### config.mk
export PLATFORM = sky130hd
export DESIGN_NAME = vector_pack
export DESIGN_NICKNAME = d
export VERILOG_FILES = /design/src/rtl/vector_pack.sv
export SDC_FILE = /design/constraint.sdc
export NUM_CORES = 1
export LEC_CHECK = 0
export BUFFER_PORTS_ARGS = -buffer_cell sky130_fd_sc_hd__buf_2
export CORE_MARGIN = 4
export CORE_UTILIZATION = 50
export CTS_CLUSTER_SIZE = 10
export DETAILED_ROUTE_END_ITERATION = 10
export PLACE_DENSITY = 0.69
export SLEW_MARGIN = 20
export SYNTH_ARGS = -nofsm -noshare
export SYNTH_HDL_FRONTEND = slang
export SYNTH_SLANG_ARGS = --single-unit
### constraint.sdc
create_clock -name clk -period 4.03 [get_ports clk]
set_input_delay 0.2015 -clock clk [delete_from_list [all_inputs] [get_ports clk]]
set_output_delay 0.2015 -clock clk [all_outputs]
set_load 0.005 [all_outputs]
### src/rtl/vector_pack.sv
// -----------------------------------------------------------------------------
// vector_pack
//
// Gathers a narrow element stream (BEAT_ELEMS elements per beat) into full
// VEC_ELEMS-element vectors for the downstream rearrange stage. A vector is
// closed either when its last beat slot is written or early by in_last. An
// early-closed vector is zero padded above out_count.
//
// One assembly buffer collects beats. One output holding register presents the
// finished vector. If a vector closes while the output register is still
// occupied, the closed vector stays in the assembly buffer (HOLD) and input is
// stalled until the output register drains.
//
// Ports
//   clk        clock, all state updates on the rising edge
//   rst        synchronous reset, active-high
//   in_data    beat elements, index 0 is the lowest vector position
//   in_valid   beat valid
//   in_last    final beat of the current vector (forces close)
//   in_ready   beat accepted when in_valid && in_ready
//   out_data   assembled vector
//   out_count  number of valid (non-pad) elements, BEAT_ELEMS..VEC_ELEMS
//   out_last   vector was closed by in_last
//   out_valid  vector valid
//   out_ready  consumer accepts when out_valid && out_ready
//
// State table
//   state   | meaning
//   ST_FILL | assembly buffer accepting beats, in_ready = 1
//   ST_HOLD | closed vector parked in buffer, waiting for output slot
// -----------------------------------------------------------------------------
module vector_pack #(
    parameter int DATA_W     = 16,
    parameter int VEC_ELEMS  = 16,
    parameter int BEAT_ELEMS = 4
) (
    input  logic                         clk,
    input  logic                         rst,
    input  logic [DATA_W-1:0]            in_data [0:BEAT_ELEMS-1],
    input  logic                         in_valid,
    input  logic                         in_last,
    output logic                         in_ready,
    output logic [DATA_W-1:0]            out_data [0:VEC_ELEMS-1],
    output logic [$clog2(VEC_ELEMS):0]   out_count,
    output logic                         out_last,
    output logic                         out_valid,
    input  logic                         out_ready
);

    localparam int NBEATS = VEC_ELEMS / BEAT_ELEMS;
    localparam int IDX_W  = (NBEATS > 1) ? $clog2(NBEATS) : 1;
    localparam int CNT_W  = $clog2(VEC_ELEMS) + 1;
    localparam logic [IDX_W-1:0] LAST_IDX = IDX_W'(NBEATS - 1);

    generate
        if ((VEC_ELEMS % BEAT_ELEMS) != 0) begin : g_bad_ratio
            $error("vector_pack: BEAT_ELEMS must divide VEC_ELEMS exactly");
        end
    endgenerate

    typedef enum logic {
        ST_FILL = 1'b0,
        ST_HOLD = 1'b1
    } state_t;

    state_t               state_q;
    logic [DATA_W-1:0]    buf_q      [0:VEC_ELEMS-1];
    logic [IDX_W-1:0]     beat_idx_q;
    logic [CNT_W-1:0]     hold_count_q;
    logic                 hold_last_q;
    logic [DATA_W-1:0]    out_data_q [0:VEC_ELEMS-1];
    logic [CNT_W-1:0]     out_count_q;
    logic                 out_last_q;
    logic                 out_valid_q;

    logic [DATA_W-1:0]    merged_d   [0:VEC_ELEMS-1];
    logic [CNT_W-1:0]     close_count_d;
    logic                 in_fire;
    logic                 out_fire;
    logic                 closing;
    logic                 slot_free;

    assign in_ready  = (state_q == ST_FILL);
    assign in_fire   = in_valid && in_ready;
    assign out_fire  = out_valid_q && out_ready;
    assign closing   = in_fire && ((beat_idx_q == LAST_IDX) || in_last);
    // Output register is usable this cycle if empty or being drained right now.
    assign slot_free = !out_valid_q || out_ready;

    assign close_count_d = CNT_W'((int'(beat_idx_q) + 1) * BEAT_ELEMS);

    // Buffer contents with the incoming beat overlaid on its slot.
    always_comb begin
        for (int i = 0; i < VEC_ELEMS; i++) begin
            merged_d[i] = buf_q[i];
        end
        for (int b = 0; b < NBEATS; b++) begin
            if (beat_idx_q == IDX_W'(b)) begin
                for (int e = 0; e < BEAT_ELEMS; e++) begin
                    merged_d[b*BEAT_ELEMS + e] = in_data[e];
                end
            end
        end
    end

    always_ff @(posedge clk) begin
        if (rst) begin
            state_q      <= ST_FILL;
            buf_q        <= '{default: '0};
            beat_idx_q   <= '0;
            hold_count_q <= '0;
            hold_last_q  <= 1'b0;
            out_data_q   <= '{default: '0};
            out_count_q  <= '0;
            out_last_q   <= 1'b0;
            out_valid_q  <= 1'b0;
        end else begin
            case (state_q)
                ST_FILL: begin
                    if (out_fire) begin
                        out_valid_q <= 1'b0;
                    end
                    if (in_fire) begin
                        if (!closing) begin
                            buf_q      <= merged_d;
                            beat_idx_q <= beat_idx_q + 1'b1;
                        end else if (slot_free) begin
                            // Direct load; overrides the drain above so a
                            // simultaneous drain leaves no bubble.
                            out_data_q  <= merged_d;
                            out_count_q <= close_count_d;
                            out_last_q  <= in_last;
                            out_valid_q <= 1'b1;
                            buf_q       <= '{default: '0};
                            beat_idx_q  <= '0;
                        end else begin
                            buf_q        <= merged_d;
                            hold_count_q <= close_count_d;
                            hold_last_q  <= in_last;
                            state_q      <= ST_HOLD;
                        end
                    end
                end
                ST_HOLD: begin
                    if (out_fire) begin
                        // out_valid_q stays set: the parked vector replaces
                        // the one being drained.
                        out_data_q  <= buf_q;
                        out_count_q <= hold_count_q;
                        out_last_q  <= hold_last_q;
                        buf_q       <= '{default: '0};
                        beat_idx_q  <= '0;
                        state_q     <= ST_FILL;
                    end
                end
                default: begin
                    state_q <= ST_FILL;
                end
            endcase
        end
    end

    assign out_data  = out_data_q;
    assign out_count = out_count_q;
    assign out_last  = out_last_q;
    assign out_valid = out_valid_q;

endmodule
==> results.ini, run 1 <==
[sta]
setup_viol = 0
fin_crit_sh_pct = 78.4
fin_skew_ps = 15.8
fin_ws_ps = 872
fmax_ghz = 0.317
hold_viol_final = 0
finalCriticalPeriod_ps = 3160
relSlewSlack_pct = 26.9
tightest_slew_ps = 1100
rsz0062_at_grt = false
finalMaxSlewViolations = 0
finalSetupTns_ps = 0

[floorplan]
start_util_pct = 50.6
num_rows = 75
fp.dieW_um = 214
io_pins = 333
dieArea_sq_mm = 0.0458
coreArea_sq_mm = 0.0419
dieHeight_um = 214

[cts]
cts_buffers = 58
clock_latency_ps = 600
cts_resized = 0
tritoncts = yes
htreeDepth = 2
cts.sinks = 524
cts_root_buf = clkbuf_16
clk_pin_slew_ps = 50
cts_buffer_depth = 3

[setup_path]
path_cells = ha_1 > or2_1 > a22o_4 > and2_4 > buf_12 > a211oi_2
path_class = flip-flop to flip-flop
rrSetupSlack_ps = 870
max_stage_delay_ps = 760
crit_start = beat_idx_q[0]$_SDFFE_PP0P_
crit_buf_inv = 1
crit_slowest_cell = and2_4
endpoint = out_data[94]$_SDFFE_PP0P_
arrival_ps = 3590
start_kind = flip-flop
cp_top_family = simple AND/OR/NAND/NOR gates
rr_startpoint = beat_idx_q[0]$_SDFFE_PP0P_
required_ps = 4460
cp-end-kind = flip-flop
rr_worst_depth = 6
worstReg2RegEnd = out_data[94]$_SDFFE_PP0P_
critPathMaxFanout = 50
path_depth = 6

[yosys]
netlist.area_leader.share_pct = 49.4
synth_top_area_cell = dfxtp_1
async_flop_share_pct = 0
yosysMostFrequentCell = dfxtp_1
yosysSeqAreaShare_pct = 49.4
synth_area_leaders = dfxtp_1 49%, mux2i_1 12%, a211oi_2 12%
synth_area_sq_mm = 0.0212
synth-seq-cells = 524
synth_cells = 1884
yosys.cell_types.count = 33
synth_top_cells_by_count = 524 x dfxtp_1, 263 x a21oi_1, 261 x mux2i_1
avgSynthCellArea_sq_um = 11.3
yosys_warnings = 0
ys_dominant_reg_cell = dfxtp_1
synth_edf_count = 0

[grt]
grt_util_met3_pct = 4.68
grt_pass1_vias = 16300
use_met2_pct = 41.1
grt_util_met1_pct = 35.7
grt_overflow_total = 0
grt_max_degree = 138
grt_first_pass_wirelength_um = 96300
antenna_found_initial = 2
track_usage_pct = 25.6
grt_busiest_layer = met2

[power_and_ir_drop]
p_leak_uw = 0.00960
power_per_cell_area_mw_per_mm2 = 464
max-vdd-ir-drop_mv = 0.344

[placement]
place.gp.congestion = 0.789
port_buffers = 330
dp_slack_ps = 936
dpl.hpwl_um = 35800

[hold_path]
holdPathStages = 2
hold_class = primary input to flip-flop

[detailed_routing]
wl_per_cell_um = 23.2
vias = 16100
viasPerCell = 6.09
routed_wl_um = 61400
initialDrtViolationCount = 1134
ant_nets = 0
drt-pass1-iter-count = 5
drc = 0

[status]
status = complete, no violations

[run]
cap_violations = 0

[finish]
nNetsFinal = 2179
insertedDiodeCount = 0
drive_above_1_share_pct = 30.3
areaGrowthSynthToFinish_pct = 17.6

[metrics by stage]
| step | std cells | area, sq um | utilization [%] | total power (uW) | hold slack (ps) |
|---|---|---|---|---|---|
| 2_1_floorplan | 1885 | 21200 | - | 6540 | 302 |
| 3_3_place_gp | 2519 | 22800 | 54.3 | 7000 | 452 |
| 3_5_place_dp | 2519 | 22800 | 54.3 | 7030 | 455 |
| 4_1_cts | 2647 | 25000 | 59.5 | 11700 | 2.72 |
| 5_1_grt | 2647 | 25000 | 59.5 | 12000 | 28.7 |
| 6_report | 2647 | 25000 | 59.5 | 11600 | 61.0 |
[routing by layer]
layer,vias to the layer above,part of all wire [%],wire length [um]
li1,7482,-,-
met3,86,5.6,3410
met1,8062,46,28000
met2,493,47,28700
met4,4,2.0,1260
met5,-,0.034,21
[sequential cells by signal, summed over array words and instances (netlist names)]
signal	count
buf_q	256
hold_last_q	1
state_q	1
out_count	3
hold_count_q	3
out_data	256
beat_idx_q	2
out_last	1
out_valid	1
[area by class of cell]
class / instances / area, sq um
timing repair buffer: 427 / 2690
fill: 3468 / 17000
tap: 539 / 674
sequential: 524 / 10500
clock inverter: 2 / 38.8
inverter: 4 / 15.0
multi-input combinational: 1091 / 9560
clock buffer: 60 / 1490
[repair_timing]
action,4_1_cts,5_1_grt
hold endpoints to repair,253,0
setup buffers,0,0
hold buffers,66,0
[how the worst min path moves through the flow]
stage,start,end,slack (ps)
floorplan,out_ready,state_q$_SDFF_PP0_,300
global placement,buf_q[254]$_SDFFE_PP0P_,buf_q[254]$_SDFFE_PP0P_,450
detailed placement,buf_q[64]$_SDFFE_PP0P_,buf_q[64]$_SDFFE_PP0P_,460
CTS,in_data[46],buf_q[238]$_SDFFE_PP0P_,3
global route,in_data[46],buf_q[238]$_SDFFE_PP0P_,30
finish,in_data[46],buf_q[238]$_SDFFE_PP0P_,60
[cells in the final DEF (no fill, tap or decap), types with 2 or more instances in the layout]
cell type and instances:
dfxtp_1 524, a21oi_1 263, o21ai_4 4, a211oi_2 200
nand3_1 2, nor2b_1 3, dlygate4sd3_1 66, buf_12 11
a32o_1 3, a22o_1 253, inv_1 4, clkbuf_16 59
and2_4 4, buf_2 329, nor2_1 5, buf_4 20
mux2i_1 261, conb_1 2, a211oi_1 62, nand2_1 2
ha_1 4, nand2b_1 2, nor2b_4 4, o21ai_0 3
[cells by family (layout without fill, tap and decap cells)]
group	count (synthesis)	in the layout	share of synthesized area, %
AO/OA/AOI/OAI	793	793	31.2
multiplexers	262	262	12.4
AND/OR/NAND/NOR	30	30	0.802
adder cells (fa/ha/maj)	4	4	0.236
other	1	2	0.0177
flip-flops	524	524	49.4
buffers and inverters	270	493	5.98
[report_power, final]
part,switching (uW),internal [uW],total [uW]
clock network,1950,2630,4590
registers,148,5420,5560
logic,852,566,1420
Note: power is estimated with default switching activity, not from simulation.
==> run 2, diff against run 1 <==
clock period = 3.18 ns   (was 4.03 ns; I/O delays follow)
==> results.ini, run 2 (synthesis results as in run 1) <==
[power_and_ir_drop]
p_total_uw = 14700
power_per_cell_area_mw_per_mm2 = 585
p_leak_uw = 0.00964
max-vdd-ir-drop_mv = 0.429

[placement]
dpl.hpwl_um = 36300
place.gp.congestion = 0.780
port_buffers = 330

[status]
status = complete, no violations

[detailed_routing]
vias = 16100
drc = 0
ant_nets = 0
wl_per_cell_um = 22.7
drt-pass1-iter-count = 5
initialDrtViolationCount = 1075
viasPerCell = 6.07
routed_wl_um = 60300

[grt]
grt_overflow_total = 0
antenna_found_initial = 1
track_usage_pct = 25.2
grt_pass1_vias = 16200
grt_max_degree = 227
grt_first_pass_wirelength_um = 95300

[setup_path]
critPathMaxFanout = 23
worstReg2RegEnd = buf_q[170]$_SDFFE_PP0P_
path_class = flip-flop to flip-flop
path_cells = ha_1 > or2_1 > a211o_1 > o21ai_4 > buf_4 > a22o_1
rrSetupSlack_ps = 400
start_kind = flip-flop
crit_buf_inv = 1
cp_top_family = compound AO/OA/AOI/OAI gates
crit_slowest_cell = o21ai_4
cp-end-kind = flip-flop
max_stage_delay_ps = 780
rr_worst_depth = 6
required_ps = 3720
rr_startpoint = beat_idx_q[0]$_SDFFE_PP0P_
arrival_ps = 3320

[cts]
cts_buffers = 58
cts_root_buf = clkbuf_16
clk_pin_slew_ps = 60
cts_buffer_depth = 3
ctsHoldBuffers = 68
cts_resized = 0
tritoncts = yes
cts.sinks = 524
clock_latency_ps = 600
cts_setup_buffers = 0
htreeDepth = 2

[floorplan]
num_rows = 75
io_pins = 333
dieArea_sq_mm = 0.0458
coreArea_sq_mm = 0.0419
fp.dieW_um = 214
dieHeight_um = 214
start_util_pct = 50.6

[finish]
drive_above_1_share_pct = 30.4
final_util_pct = 59.7
nNetsFinal = 2185
insertedDiodeCount = 0
areaGrowthSynthToFinish_pct = 18.1
final_common_cell = dfxtp_1
final_cell_mix = 524 x dfxtp_1, 329 x buf_2, 263 x a21oi_1, 261 x mux2i_1, 253 x a22o_1

[sta]
fmax_ghz = 0.360
finalSetupTns_ps = 0
setup_viol = 0
finalMaxSlewViolations = 0
finalCriticalPeriod_ps = 2780
fin_crit_sh_pct = 87.3
hold_viol_final = 0
rsz0062_at_grt = false
tightest_slew_ps = 1150
relSlewSlack_pct = 23.2
fin_skew_ps = 10.6

[run]
cap_violations = 0

[hold_path]
hold_path.startpoint = rst
hold_class = primary input to flip-flop
holdPathStages = 2
whs_endpoint = out_data[250]$_SDFFE_PP0P_

## run 2: final cells by class
type                       instances  area [sq um]
clock buffer                      64          1540
timing repair buffer             433          2780
fill                            3432         16900
clock inverter                     1          5.00
sequential                       524         10500
inverter                           4          15.0
multi-input combinational       1091          9560
tap                              539           674
## run 2: worst max path at each step
stage | start | cells past startpoint | to | slack [ps]
2_1_floorplan | beat_idx_q[0]$_SDFFE_PP0P_ | 10 | out_data[100]$_SDFFE_PP0P_ | 1100
3_3_place_gp | beat_idx_q[0]$_SDFFE_PP0P_ | 6 | buf_q[160]$_SDFFE_PP0P_ | 530
3_5_place_dp | beat_idx_q[0]$_SDFFE_PP0P_ | 6 | buf_q[163]$_SDFFE_PP0P_ | 410
4_1_cts | beat_idx_q[0]$_SDFFE_PP0P_ | 6 | buf_q[160]$_SDFFE_PP0P_ | 420
5_1_grt | beat_idx_q[0]$_SDFFE_PP0P_ | 6 | buf_q[164]$_SDFFE_PP0P_ | 270
6_report | beat_idx_q[0]$_SDFFE_PP0P_ | 6 | buf_q[170]$_SDFFE_PP0P_ | 400
## run 2: layer usage
| layer | vias to the layer above | routed length (um) | global-route usage, % |
|---|---|---|---|
| li1 | 7510 | - | - |
| met1 | 7997 | 28000 | 35.9 |
| met2 | 531 | 27100 | 39.5 |
| met3 | 95 | 3510 | 4.28 |
| met4 | 2 | 1630 | 7.87 |
| met5 | - | 13 | 0 |
## run 2: where the power goes
part           switching, uW  internal (uW)
registers                183           6860
clock network           2490           3340
logic                   1070            723
## run 2: stage by stage
step	worst slack (ps)	instance area [sq um]	hold WS (ps)	std cells
floorplan	1100	21200	259	1885
global placement	528	22800	417	2523
detailed placement	408	22800	427	2523
CTS	420	25100	34.9	2656
global route	272	25100	79.8	2656
finish	404	25100	73.3	2656
==> run 3, diff against run 2 <==
PLACE_DENSITY = 0.78   (was 0.69)
==> results.ini, run 3 (synthesis results as in run 1) <==
[status]
status = complete, no violations

[setup_path]
crit_start = beat_idx_q[0]$_SDFFE_PP0P_
critPathMaxFanout = 87
rrSetupSlack_ps = 210
required_ps = 3630
rr_startpoint = beat_idx_q[0]$_SDFFE_PP0P_
arrival_ps = 3420
start_kind = flip-flop
path_class = flip-flop to flip-flop
cp-end-kind = flip-flop

[floorplan]
fp.dieW_um = 214
coreArea_sq_mm = 0.0419
num_rows = 75
io_pins = 333
dieArea_sq_mm = 0.0458
start_util_pct = 50.6
dieHeight_um = 214

[finish]
areaGrowthSynthToFinish_pct = 18.2
final_util_pct = 59.8
insertedDiodeCount = 0
drive_above_1_share_pct = 30.4
nNetsFinal = 2182
final_common_cell = dfxtp_1
final_cell_mix = 524 x dfxtp_1, 329 x buf_2, 263 x a21oi_1, 261 x mux2i_1, 253 x a22o_1

[detailed_routing]
drt-pass1-iter-count = 5
vias = 16600
viasPerCell = 6.24
routed_wl_um = 62000
ant_nets = 0
drc = 0
initialDrtViolationCount = 1363
wl_per_cell_um = 23.3

[power_and_ir_drop]
p_int_uw = 11000
p_total_uw = 14800
max-vdd-ir-drop_mv = 0.412
clkPwrFrac_pct = 40.4
power_frac_comb_pct = 12.1
power_per_cell_area_mw_per_mm2 = 592
switching_share_pct = 25.8
p_sw_uw = 3840
seqPwrFrac_pct = 47.5
p_leak_uw = 0.00964

[sta]
fmax_ghz = 0.337
finalMaxSlewViolations = 0
relSlewSlack_pct = 24.2
tightest_slew_ps = 1140
setup_viol = 0
fin_skew_ps = 13.4
finalCriticalPeriod_ps = 2970
hold_ws_ps = 107
hold_viol_final = 0
rsz0062_at_grt = false
fin_crit_sh_pct = 93.3
finalSetupTns_ps = 0

[grt]
grt_max_degree = 172
track_usage_pct = 25.8
antenna_found_initial = 1
grt_pass1_vias = 16800
grt_first_pass_wirelength_um = 97700
grt_overflow_total = 0

[cts]
ctsHoldBuffers = 68
tritoncts = yes
htreeDepth = 2
cts_setup_buffers = 0
clock_latency_ps = 600
cts_buffer_depth = 3
cts_buffers = 60
clk_pin_slew_ps = 60
cts_resized = 0
cts.sinks = 524
cts_root_buf = clkbuf_16

[placement]
place.gp.congestion = 0.817
dpl.hpwl_um = 36800
port_buffers = 330

[hold_path]
hold_path.startpoint = rst
hold_class = primary input to flip-flop

[run]
cap_violations = 0

run 3: power groups by stage:
stage	Combinational (uW)	Clock, uW	Sequential, uW
after floorplan	1140	0	7160
after global placement	1680	0	7170
after detailed placement	1720	0	7180
after CTS	1790	6100	7040
after global routing	1930	6360	7070
final	1800	6000	7050
run 3: per-layer routing:
metal	part of all wire (%)	track usage, %	wire, um	vias up
li1	-	-	-	7521
met1	44	35.5	27500	8354
met2	46	41.6	28800	628
met3	6.4	4.62	3950	112
met4	2.7	8.21	1690	2
met5	0.011	0	7	-
run 3: cell type report:
| type | instances | area, sq um |
|---|---|---|
| Fill cell | 3312 | 16900 |
| Sequential cell | 524 | 10500 |
| Multi-Input combinational cell | 1091 | 9560 |
| Timing Repair Buffer | 428 | 2720 |
| Clock buffer | 69 | 1580 |
| Tap cell | 539 | 674 |
| Clock inverter | 6 | 42.5 |
| Inverter | 4 | 15.0 |
run 3: per-stage QoR:
step | std cells | setup slack, ps | instance area (sq um)
2_1_floorplan | 1885 | 1100 | 21200
3_3_place_gp | 2518 | 379 | 22800
3_5_place_dp | 2518 | 271 | 22800
4_1_cts | 2661 | 238 | 25100
5_1_grt | 2661 | 22.4 | 25100
6_report | 2661 | 214 | 25100
run 3: path summary, 6_finish.rpt:
kind              depth (start not counted)                    endpoint
setup / recovery                          6  out_data[159]$_SDFFE_PP0P_
hold reg to reg                           2   out_count[2]$_SDFFE_PP0P_
hold / removal                            2    hold_last_q$_SDFFE_PP0P_
setup reg to reg                          6  out_data[159]$_SDFFE_PP0P_
run 3: critical path: stages (launching register included):
cell and delay [ps]:
dfxtp_1 410, ha_1 350, or2_1 340, a22o_4 190, and2_4 710, buf_12 480
a211oi_1 150
